===== config.mk =====
export PLATFORM = sky130hd
export DESIGN_NAME = mv_out_scheduler
export DESIGN_NICKNAME = d
export VERILOG_FILES = /design/src/rtl/mv_out_scheduler.sv
export SDC_FILE = /design/constraint.sdc
export NUM_CORES = 1
export LEC_CHECK = 0
export CORE_AREA = 4 4 216 218
export CTS_CLUSTER_DIAMETER = 150
export DETAILED_ROUTE_END_ITERATION = 16
export DIE_AREA = 0 0 220 222
export PLACE_DENSITY = 0.71
export SLEW_MARGIN = 20
export SYNTH_ARGS = -nofsm -noshare
export SYNTH_HDL_FRONTEND = slang
export SYNTH_SLANG_ARGS = --single-unit

===== constraint.sdc =====
create_clock -name clk -period 4.4 [get_ports clk]
set_clock_uncertainty 0.2 [all_clocks]
set_input_delay 1.1 -clock clk [delete_from_list [all_inputs] [get_ports clk]]
set_output_delay 1.1 -clock clk [all_outputs]
set_load 0.05 [all_outputs]

===== src/rtl/mv_out_scheduler.sv =====
// Collects MV rows from NREQ engines in any order and issues them to the
// 64-bit row serializer strictly in row order, one row per BEATS+1 cycles.
//
// state  | meaning
// S_IDLE | no frame active, requests refused
// S_WAIT | waiting for row next_row to be buffered or to arrive
// S_GAP  | row issued; serializer shifting out its beats
module mv_out_scheduler #(
  parameter int NREQ     = 2,
  parameter int NUM_ROWS = 6,
  parameter int ROW_W    = 64,
  parameter int BEATS    = 8
) (
  input  logic                    clk,
  input  logic                    rst_n,
  input  logic                    start,
  input  logic [NREQ-1:0]         req_valid,
  input  logic [NREQ*3-1:0]       req_row,
  input  logic [NREQ*ROW_W-1:0]   req_data,
  output logic [NREQ-1:0]         req_ready,
  output logic                    ser_valid_o,
  output logic [ROW_W-1:0]        ser_mv_o,
  output logic                    busy,
  output logic                    frame_done,
  output logic                    err
);

  localparam int         PTR_W    = (NREQ > 1) ? $clog2(NREQ) : 1;
  localparam int         CNT_W    = $clog2(BEATS + 1);
  localparam logic [2:0] LAST_ROW = 3'(NUM_ROWS - 1);

  typedef enum logic [1:0] {S_IDLE, S_WAIT, S_GAP} state_t;

  state_t              r_state, w_state_nxt;
  logic [ROW_W-1:0]    r_slot_data [NUM_ROWS];
  logic [NUM_ROWS-1:0] r_slot_valid;
  logic [NUM_ROWS-1:0] r_issued;
  logic [2:0]          r_next_row;
  logic [CNT_W-1:0]    r_gap_cnt;
  logic [PTR_W-1:0]    r_rr_ptr;
  logic                r_ser_valid;
  logic [ROW_W-1:0]    r_ser_mv;
  logic                r_frame_done;
  logic                r_err;

  logic                w_found;
  logic [PTR_W-1:0]    w_win;
  logic [NREQ-1:0]     w_grant;
  logic [2:0]          w_acc_row;
  logic [2:0]          w_row_idx;
  logic [ROW_W-1:0]    w_acc_data;
  logic                w_row_ok;
  logic                w_legal;
  logic                w_last;
  logic                w_adv;
  logic                w_try;
  logic                w_bypass;
  logic                w_issue;
  logic [2:0]          w_cand;
  logic [ROW_W-1:0]    w_issue_data;

  // Round-robin search starting at the pointer; nothing granted in IDLE.
  always_comb begin
    w_found = 1'b0;
    w_win   = '0;
    if (r_state != S_IDLE) begin
      for (int k = 0; k < NREQ; k++) begin
        if (!w_found && req_valid[(int'(r_rr_ptr) + k) % NREQ]) begin
          w_found = 1'b1;
          w_win   = PTR_W'((int'(r_rr_ptr) + k) % NREQ);
        end
      end
    end
  end

  always_comb begin
    w_grant        = '0;
    w_grant[w_win] = w_found;
  end

  assign req_ready  = w_grant;
  assign w_acc_row  = req_row[int'(w_win)*3 +: 3];
  assign w_acc_data = req_data[int'(w_win)*ROW_W +: ROW_W];
  assign w_row_ok   = (int'(w_acc_row) < NUM_ROWS);
  assign w_row_idx  = w_row_ok ? w_acc_row : 3'd0;
  assign w_legal    = w_found && w_row_ok && !r_slot_valid[w_row_idx] && !r_issued[w_row_idx];

  // On the last GAP cycle the following row is tried directly, which keeps
  // back-to-back issues exactly BEATS+1 cycles apart.
  assign w_last       = (r_next_row == LAST_ROW);
  assign w_adv        = (r_state == S_GAP) && (r_gap_cnt == '0) && !w_last;
  assign w_cand       = w_adv ? r_next_row + 3'd1 : r_next_row;
  assign w_try        = (r_state == S_WAIT) || w_adv;
  assign w_bypass     = w_try && w_legal && (w_acc_row == w_cand);
  assign w_issue      = w_try && (r_slot_valid[w_cand] || w_bypass);
  assign w_issue_data = r_slot_valid[w_cand] ? r_slot_data[w_cand] : w_acc_data;

  always_comb begin
    w_state_nxt = r_state;
    case (r_state)
      S_IDLE: if (start) w_state_nxt = S_WAIT;
      S_WAIT: if (w_issue) w_state_nxt = S_GAP;
      S_GAP: begin
        if (r_gap_cnt == '0) begin
          if (w_last)        w_state_nxt = S_IDLE;
          else if (!w_issue) w_state_nxt = S_WAIT;
        end
      end
      default: w_state_nxt = S_IDLE;
    endcase
  end

  always_ff @(posedge clk or negedge rst_n) begin
    if (!rst_n) begin
      r_state      <= S_IDLE;
      r_slot_valid <= '0;
      r_issued     <= '0;
      r_next_row   <= '0;
      r_gap_cnt    <= '0;
      r_rr_ptr     <= '0;
      r_ser_valid  <= 1'b0;
      r_ser_mv     <= '0;
      r_frame_done <= 1'b0;
      r_err        <= 1'b0;
      for (int i = 0; i < NUM_ROWS; i++) r_slot_data[i] <= '0;
    end else begin
      r_state      <= w_state_nxt;
      r_ser_valid  <= 1'b0;
      r_frame_done <= 1'b0;
      r_err        <= w_found && !w_legal;
      if (w_found) r_rr_ptr <= (int'(w_win) == NREQ - 1) ? '0 : w_win + 1'b1;
      if (w_legal && !w_bypass) begin
        r_slot_data[w_row_idx]  <= w_acc_data;
        r_slot_valid[w_row_idx] <= 1'b1;
      end
      if (r_state == S_IDLE && start) begin
        r_slot_valid <= '0;
        r_issued     <= '0;
        r_next_row   <= '0;
        r_gap_cnt    <= '0;
      end
      if (w_issue) begin
        r_ser_valid          <= 1'b1;
        r_ser_mv             <= w_issue_data;
        r_issued[w_cand]     <= 1'b1;
        r_slot_valid[w_cand] <= 1'b0;
        r_next_row           <= w_cand;
        r_gap_cnt            <= CNT_W'(BEATS);
      end else if (r_state == S_GAP) begin
        if (r_gap_cnt != '0) r_gap_cnt <= r_gap_cnt - 1'b1;
        else if (w_last)     r_frame_done <= 1'b1;
        else                 r_next_row <= w_cand;
      end
    end
  end

  assign ser_valid_o = r_ser_valid;
  assign ser_mv_o    = r_ser_mv;
  assign busy        = (r_state != S_IDLE);
  assign frame_done  = r_frame_done;
  assign err         = r_err;

endmodule


**Word-level counts from Yosys, hierarchy flattened**

Index checks and enable logic that the tools add are counted.

- Output and inout port bits: 70
- Register bits after elaboration: 473
- Logic and storage cells: 139
- Bits of input ports: 139

- Magnitude comparators: 12
- Mux-type cells: 59
- Add/sub/neg operators: 4
- Shifts and indexed selects: 2
- $mul: 1
- Equality and inequality tests: 8
- Reduce and logical (&&, ||, !) cells: 29
- Bitwise logic cells: 8

Operator list:

| cell | number |
|---|---|
| $bwmux W384 | 1 |
| $mux W64 | 4 |
| $bmux W64 S3 | 1 |
| $demux W64 S3 | 1 |
| $shiftx A128 B8 Y64 | 1 |
| $mux W6 | 5 |
| $mux W1 | 24 |
| $mux W3 | 7 |
| $logic_and A1 B1 Y1 | 16 |
| $mux W4 | 4 |
| $or A6 B6 Y6 | 2 |
| $mux W2 | 5 |
| $bmux W1 S3 | 3 |
| $ge A4 B4 Y1 const B | 2 |
| $lt A3 B4 Y1 const B | 2 |
| $not A3 Y4 | 2 |
| $and A6 B6 Y6 | 1 |
| $demux W1 S3 | 2 |
| $ge A3 B1 Y1 const B | 2 |
| $logic_not A1 Y1 | 6 |
| $ne A2 B2 Y1 const B | 3 |
| $not A6 Y6 | 1 |
| $pmux W2 S3 | 1 |
| $shiftx A6 B4 Y3 | 1 |
| 23 further kinds | 26 |

**Logic depth before layout (Yosys ltp)**

Gate-level depths: netlist of run 1.

- Word-level depth: 25
- Gate-level depth with buffers: 16
- Depth with buffers taken out: 13

**Least setup slack after synthesis of run 1**

Ideal clock, no wire load.

- Kind: input -> register
- Start: input req_valid[0]
- End: register r_slot_data[100] (netlist name)
- Data arrival time: 4.255 ns
- Cell stages on the path: 15
- Setup time: 0.128 ns
- Slack: -0.183 ns
- Path through: nor2b_1 -> nor2_1 -> mux2i_1 -> inv_1 -> ha_1 -> o21ai_0 -> o21ai_0 -> a2111oi_0 -> mux2i_1 -> or3_1 -> buf_2 -> nor4b_2 -> buf_2 -> buf_4 -> mux2_1

- Word-level cells in the longest chain between the ends: 21
- Elaborated cells on any way between the ends: 40
- Classes of those cells: mul (1); order compare (3); eq/ne (1); shift (2); mux (20); bitwise (1); reduce/logical (12)

Ends and longest elaborated chain:

| what | RTL line | source |
|---|---|---|
| start: declaration | 17 | `input logic [NREQ-1:0] req_valid,` |
| parallel branches: the longest is 21 deep, another holds $mul A1 B2 Y3 | -- |  |
| end signal: indexed assignment | 133 | `r_slot_data[w_row_idx] <= w_acc_data;` |
| end: declaration | 35 | `logic [ROW_W-1:0] r_slot_data [NUM_ROWS];` |

Parallel ways; which one is timed is not known. The select of a mux whose other input is x is not followed.
A chain may end at the register's enable or synchronous reset.

**Worst setup path after layout of run 1**

- Start: input req_valid[0]
- End: register r_slot_data[158] (netlist name)

The elaborated chain is that of the path after synthesis.

==> qor.yml, run 1 <==
run_status:
  status: "finished, final reports clean"
route:
  drtAntennaViolNets: 0
  first_pass_iters: 5
  remaining_drc_errors: 0
  vias_per_cell: 5.740
  wire_per_inst_um: 20.96
  routed_wl_um: 54020
  drt_iter0_drc: 927
  vias: 14792
floorplanning:
  die_height_um: 222
  ios: 209
  start_util_pct: 49.43
  dieArea_sq_um: 48840
  die_w_um: 220
  rows: 78
  coreArea_sq_um: 44890
worst_setup_path:
  max_stage_delay_ns: 0.41
  crit_type: "in2reg"
  slowest_stage: "or3_1"
  crit_chain: "dlygate4sd2_1 -> nor2b_4 -> nor2_4 -> mux2i_2 -> inv_2 -> buf_4 -> ha_2 -> buf_4 -> a21oi_4 -> a2111oi_0 -> or3_1 -> buf_6 -> buf_4 -> nor3_4 -> buf_4 -> buf_12 -> mux2_1"
  worst_ep_required_time_ns: 4.64
  worstPathArrival_ns: 4.42
  cp-start-kind: "primary input"
  r2r-end: "r_slot_data[158]"
  crit_path_frequent_cell: "buf_4"
  path_max_fanout: 17
  timing.rr.start: "r_state[1]"
  reg2regPathDepth: 16
  r2r_slack_ns: 0.52
  end_kind: "register"
yosys:
  async_flop_share_pct: 100.0
  ys.flop_type: "dfrtp_1"
  synth_seq_cells: 473
  syn-cell-area_sq_um: 22190
  synth_area_per_cell_sq_um: 13.02
  yosysSeqAreaShare_pct: 53.34
  ys_types: 54
  syn_nets: 1849
  netlist_instances: 1704
  yosys_warnings: 0
  synth-edff-count: 0
layout:
  drive_gt1_share_pct: 16.34
  instances_no_fill: 2577
  antenna_cells: 0
  layout_commonest_cell: "dfrtp_1"
  final_nets: 2086
  layout_common_cells: "473 x dfrtp_1, 401 x mux2_1, 204 x clkdlybuf4s50_1, 114 x nand2_1, 113 x mux2i_1"
  area_growth_pct: 23.81
global_route:
  grt_max_degree: 93
  grt_usage_pct: 22.00
  grt_pass1_vias: 15344
  antenna_found_initial: 0
  grt_pass1_wl_um: 85820
  overflow: 0
sta:
  drv_slew: 0
  hold_viol: 0
  slew_headroom_pct: 39.29
  setup_violations: 0
  clock.fmax_mhz: 239.2
  tightest_slew_ns: 0.9106
  layout_min_cycle_time_ns: 4.180
  setup_ws_ns: 0.2201
  rsz0062_at_grt: "no"
  post-route-period-util_pct: 95.00
pwr:
  p_int_w: 0.01280
  p_sw_w: 0.007423
  clock_power_share_pct: 21.0
  seq_power_share_pct: 37.6
  ir_drop_v: 0.0005019
  comb_power_share_pct: 41.4
  leakage_nw: 11.48
  swShare_pct: 36.71
  power.density_nw_per_um2: 735.9
place:
  dp.cells: 2481
  port_buffers: 208
  gp_congestion: 0.8422
  hpwl_um: 34700
  post-place-ws_ns: -0.8305
min_path:
  holdPathStages: 1
  hold_class: "reg2reg"
  min_from: "r_slot_data[272]"
  hold_end: "r_slot_data[272]"
clock_tree:
  clk_latency_ns: 0.58
  cts_made_buffers: 49
  root_buffer: "clkbuf_16"
  cts_buffer_depth: 3
  cts_tree: "yes"
  cts_sinks: 473
  cts_hold_buf: 0
  htreeDepth: 2
  path_clk_slew_ns: 0.06
flow_run:
  maxCapViolCount: 0
[state kept, by name, indices dropped and copies added, names as in the netlist]
name          cells
r_rr_ptr          1
err               1
r_state           2
r_gap_cnt         4
r_slot_valid      6
ser_mv_o         64
r_next_row        3
frame_done        1
ser_valid_o       1
r_slot_data     384
r_issued          6
[through the flow]
stage / instance area, sq um / setup TNS, ns / hold WS, ns / total power (W) / util [%]
after floorplan: 22210 / -0.1703 / 0.2574 / 0.01308 / -
after global placement: 25610 / -290.98 / 0.2659 / 0.01555 / 57.06
after detailed placement: 25610 / -343.43 / 0.2739 / 0.01590 / 57.06
after CTS: 27440 / 0 / 0.2867 / 0.02034 / 61.12
after global routing: 27470 / 0 / 0.2936 / 0.02140 / 61.20
final: 27470 / 0 / 0.2821 / 0.02022 / 61.20
[power by group through the flow]
stage / clock network [W] / registers, W / logic, W
detailed placement: 0 / 0.00763 / 0.00828
floorplan: 0 / 0.00839 / 0.00469
finish: 0.00425 / 0.00760 / 0.00838
global route: 0.00449 / 0.00783 / 0.00908
global placement: 0 / 0.00749 / 0.00806
CTS: 0.00432 / 0.00757 / 0.00845
[worst max path at each step]
stage                             from                to  slack (ns)  cells after the start
after floorplan           req_valid[0]  r_slot_data[256]      -0.004                     15
after global placement    req_valid[1]   r_slot_data[44]       -0.71                     15
after detailed placement  req_valid[1]  r_slot_data[251]       -0.83                     15
after CTS                 req_valid[0]  r_slot_data[374]        0.17                     17
after global routing      req_valid[0]  r_slot_data[158]        0.01                     18
final                     req_valid[0]  r_slot_data[158]        0.22                     17
[routing by layer]
metal,up-vias,global-route usage [%],share of wire (%)
met3,72,2.974,4.5
met1,7620,30.48,45
met2,371,36.69,48
li1,6729,-,-
met5,-,0,0
met4,0,5.774,2.1
[worst max-delay path, delay by kind of cell]
family	cells	cell delay, ns
muxes	2	0.66
AOI/OAI and AO/OA	2	0.27
buffers and inverters	8	1.28
and+or+nand+nor	4	0.89
adders and majority gates	1	0.20
[area by class of cell]
cell class                      count  area (sq um)
Sequential cell                   473         11840
Tap cell                          600         750.7
Clock buffer                       75          1476
Multi-Input combinational cell   1100          9876
Timing Repair Buffer              310          3341
Clock inverter                     12         167.7
Fill cell                        3451         17420
Inverter                            7         26.28
[logic make-up after synthesis]
kind of cell	count (synthesis)	synth area share, %
XOR/XNOR	5	0.1973
buffers and inverters	131	3.079
AO/OA/AOI/OAI	266	7.708
AND/OR/NAND/NOR	195	4.122
flip-flops	473	53.34
adder cells (fa/ha/maj)	6	0.3383
multiplexers	628	31.22
[what timing repair did]
action                     in CTS  in global routing
resized for setup              26                  3
pin swaps                       6                  3
setup buffers                   5                  1
setup endpoints to repair     459                144
cloned                          2                  1
[Yosys cell counts (all sizes together) (2+ instances only)]
| library cell | number | area share (%) |
|---|---|---|
| nand2 | 115 | 1.9 |
| a211oi | 18 | 0.61 |
| and3 | 2 | 0.056 |
| xnor2 | 5 | 0.20 |
| ha | 6 | 0.34 |
| nor4 | 3 | 0.15 |
| nor3b | 2 | 0.12 |
| a32o | 2 | 0.090 |
| a22o | 5 | 0.20 |
| a31oi | 4 | 0.11 |
| o21ai | 101 | 2.3 |
| dfrtp | 473 | 53 |
| nor4b | 3 | 0.20 |
| buf | 69 | 2.0 |
| a21oi | 31 | 0.75 |
| nor3 | 7 | 0.16 |
| nor2b | 7 | 0.20 |
| mux2 | 512 | 26 |
| or3 | 3 | 0.085 |
| nand3 | 22 | 0.52 |
| clkbuf | 55 | 0.93 |
| inv | 7 | 0.12 |
| mux2i | 116 | 5.2 |
| and2 | 2 | 0.056 |
| nor2 | 22 | 0.38 |
| or3b | 2 | 0.079 |
| o22ai | 47 | 1.4 |
| a221oi | 47 | 1.9 |
| a2111oi | 3 | 0.12 |
Note: power is estimated with default switching activity, not from simulation.
==> run 2, diff against run 1 <==
- TNS_END_PERCENT: not set -> 50
==> qor.yml, run 2 (synthesized netlist as in run 1, its figures left out) <==
worst_setup_path:
  timing.rr.start: "r_state[1]"  # unchanged
  crit_type: "in2reg"  # unchanged
  worstPathArrival_ns: 4.53  # was 4.42 ns
  startpoint: "req_valid[1]"  # was req_valid[0]
  cp-start-kind: "primary input"  # unchanged
  end_kind: "register"  # unchanged
  path_max_fanout: 7  # was 17
  worst_ep_required_time_ns: 4.66  # was 4.64 ns
place:
  gp_congestion: 0.8422  # unchanged
  post-place-ws_ns: -0.8305  # unchanged
  hpwl_um: 34700  # unchanged
  port_buffers: 208  # unchanged
sta:
  setup_violations: 0  # unchanged
  clock.fmax_mhz: 234.1  # was 239.2 MHz
  setup_ws_ns: 0.1287  # was 0.2201 ns
  tightest_slew_ns: 0.9129  # was 0.9106 ns
  layout_min_cycle_time_ns: 4.271  # was 4.180 ns
  hold_viol: 0  # unchanged
  slew_headroom_pct: 39.14  # was 39.29%
  fin_setup_tns_ns: 0  # unchanged
  rsz0062_at_grt: "no"  # unchanged
  drv_slew: 0  # unchanged
  post-route-period-util_pct: 97.08  # was 95.00%
clock_tree:
  cts_sinks: 473  # unchanged
  cts_made_buffers: 49  # unchanged
  cts_buffer_depth: 3  # unchanged
  clk_latency_ns: 0.59  # was 0.58 ns
  root_buffer: "clkbuf_16"  # unchanged
  cts_tree: "yes"  # unchanged
  path_clk_slew_ns: 0.06  # about the same
  htreeDepth: 2  # unchanged
pwr:
  p_int_w: 0.01289  # was 0.01280 W
  total_power_w: 0.02039  # was 0.02022 W
  p_sw_w: 0.007501  # was 0.007423 W
  ir_drop_v: 0.0005016  # was 0.0005019 V
  clock_power_share_pct: 20.8  # was 21.0%
  power.density_nw_per_um2: 735.1  # was 735.9 nW/um^2
  swShare_pct: 36.78  # was 36.71%
  seq_power_share_pct: 37.3  # was 37.6%
  comb_power_share_pct: 41.9  # was 41.4%
  leakage_nw: 11.59  # was 11.48 nW
min_path:
  min_from: "r_slot_data[272]"  # unchanged
  hold_class: "reg2reg"  # unchanged
route:
  remaining_drc_errors: 0  # unchanged
  drtAntennaViolNets: 0  # unchanged
  first_pass_iters: 5  # unchanged
  wire_per_inst_um: 21.42  # was 20.96 um
  vias_per_cell: 5.735  # was 5.740
  drt_iter0_drc: 884  # was 927
  vias: 14842  # was 14,792
  routed_wl_um: 55430  # was 54,020 um
flow_run:
  maxCapViolCount: 0  # unchanged
floorplanning:
  dieArea_sq_um: 48840  # unchanged
  rows: 78  # unchanged
  coreArea_sq_um: 44890  # unchanged
  start_util_pct: 49.43  # unchanged
  die_w_um: 220  # unchanged
  die_height_um: 222  # unchanged
  ios: 209  # unchanged
layout:
  layout_common_cells: "473 x dfrtp_1, 399 x mux2_1, 204 x clkdlybuf4s50_1, 114 x nand2_1, 113 x mux2i_1"  # was 473 x dfrtp_1, 401 x mux2_1, 204 x clkdlybuf4s50_1, 114 x nand2_1, 113 x mux2i_1
  drive_gt1_share_pct: 17.06  # was 16.34%
  fill_cells: 3399  # was 3,451
  largest_register: "r_slot_data"  # unchanged
  layout_commonest_cell: "dfrtp_1"  # unchanged
  final_nets: 2096  # was 2,086
  area_growth_pct: 25.01  # was 23.81%
  largest_register_ffs: 384  # unchanged
global_route:
  antenna_found_initial: 0  # unchanged
  overflow: 0  # unchanged
  grt_pass1_vias: 15297  # was 15,344
  grt_max_degree: 93  # unchanged
  grt_pass1_wl_um: 85480  # was 85,820 um
  grt_usage_pct: 21.89  # was 22.00%
run_status:
  status: "finished, final reports clean"  # unchanged
## run 2: cell types whose count changed in the layout (fill, tap and decap cells not counted), moves of 2 or more
cell,delta
o21ai_2,+2
mux2_4,+2
mux2_1,-2
buf_6,+4
clkbuf_16,+8
## run 2: layout make-up
class	instances	area, sq um	share of cell area, %
Sequential cell	473	11840	42.67
Tap cell	600	750.7	2.706
Timing Repair Buffer	320	3560	12.83
Inverter	7	26.28	0.09472
Clock buffer	75	1476	5.322
Clock inverter	12	167.7	0.6044
Multi-Input combinational cell	1100	9921	35.76
Antenna cell	1	2.502	0.009021
## run 2: per-stage QoR
step | cell area (sq um) | cells | util, % | hold WS [ns]
after floorplan | 22210 | 1704 | - | 0.2574
after global placement | 25610 | 2481 | 57.06 | 0.2659
after detailed placement | 25610 | 2481 | 57.06 | 0.2739
after CTS | 27420 | 2574 | 61.08 | 0.2867
after global routing | 27740 | 2587 | 61.79 | 0.2936
final | 27740 | 2588 | 61.79 | 0.2821
## run 2: critical path: stages
cell and delay (ns):
clkdlybuf4s15_1 0.24, o21ai_2 0.12, nor2_4 0.19, mux2i_4 0.26
inv_1 0.10, ha_4 0.18, inv_2 0.10, nor3_1 0.09
a2111oi_4 0.34, mux2i_1 0.12, or3_4 0.43, buf_6 0.14
nor4b_4 0.33, buf_6 0.25, clkbuf_16 0.20, mux2_1 0.32
## run 2: final timing paths
path,endpoint,slack (ns),cells after the start
max in group asynchronous,r_slot_data[171],2.59,2
max reg2reg,r_slot_data[227],0.46,15
min in group asynchronous,frame_done,0.33,1
min reg2reg,r_slot_data[272],0.28,1
min,r_slot_data[272],0.28,1
max,r_slot_data[227],0.13,16
## run 2: routing by layer
metal	routed length [um]	GRT usage [%]	up-vias	part of all wire (%)
met3	2386	2.946	62	4.3
met2	27160	36.54	365	49
met1	24850	30.46	7668	45
met5	0	0	-	0
met4	1034	5.409	0	1.9
li1	-	-	6747	-
## run 2: what timing repair did
action | 4_1_cts | 5_1_grt
cloned | 1 | 9
setup endpoints to repair | 459 | 464
pin swaps | 4 | 8
hold buffers | 0 | 0
resized for setup | 26 | 16
buffers inserted | 5 | 5
## run 2: power groups by stage
stage	sequential, W	combinational (W)	clock [W]
after floorplan	0.00839	0.00469	0
after global placement	0.00749	0.00806	0
after detailed placement	0.00763	0.00828	0
after CTS	0.00757	0.00843	0.00432
after global routing	0.00783	0.00922	0.00450
final	0.00761	0.00854	0.00425
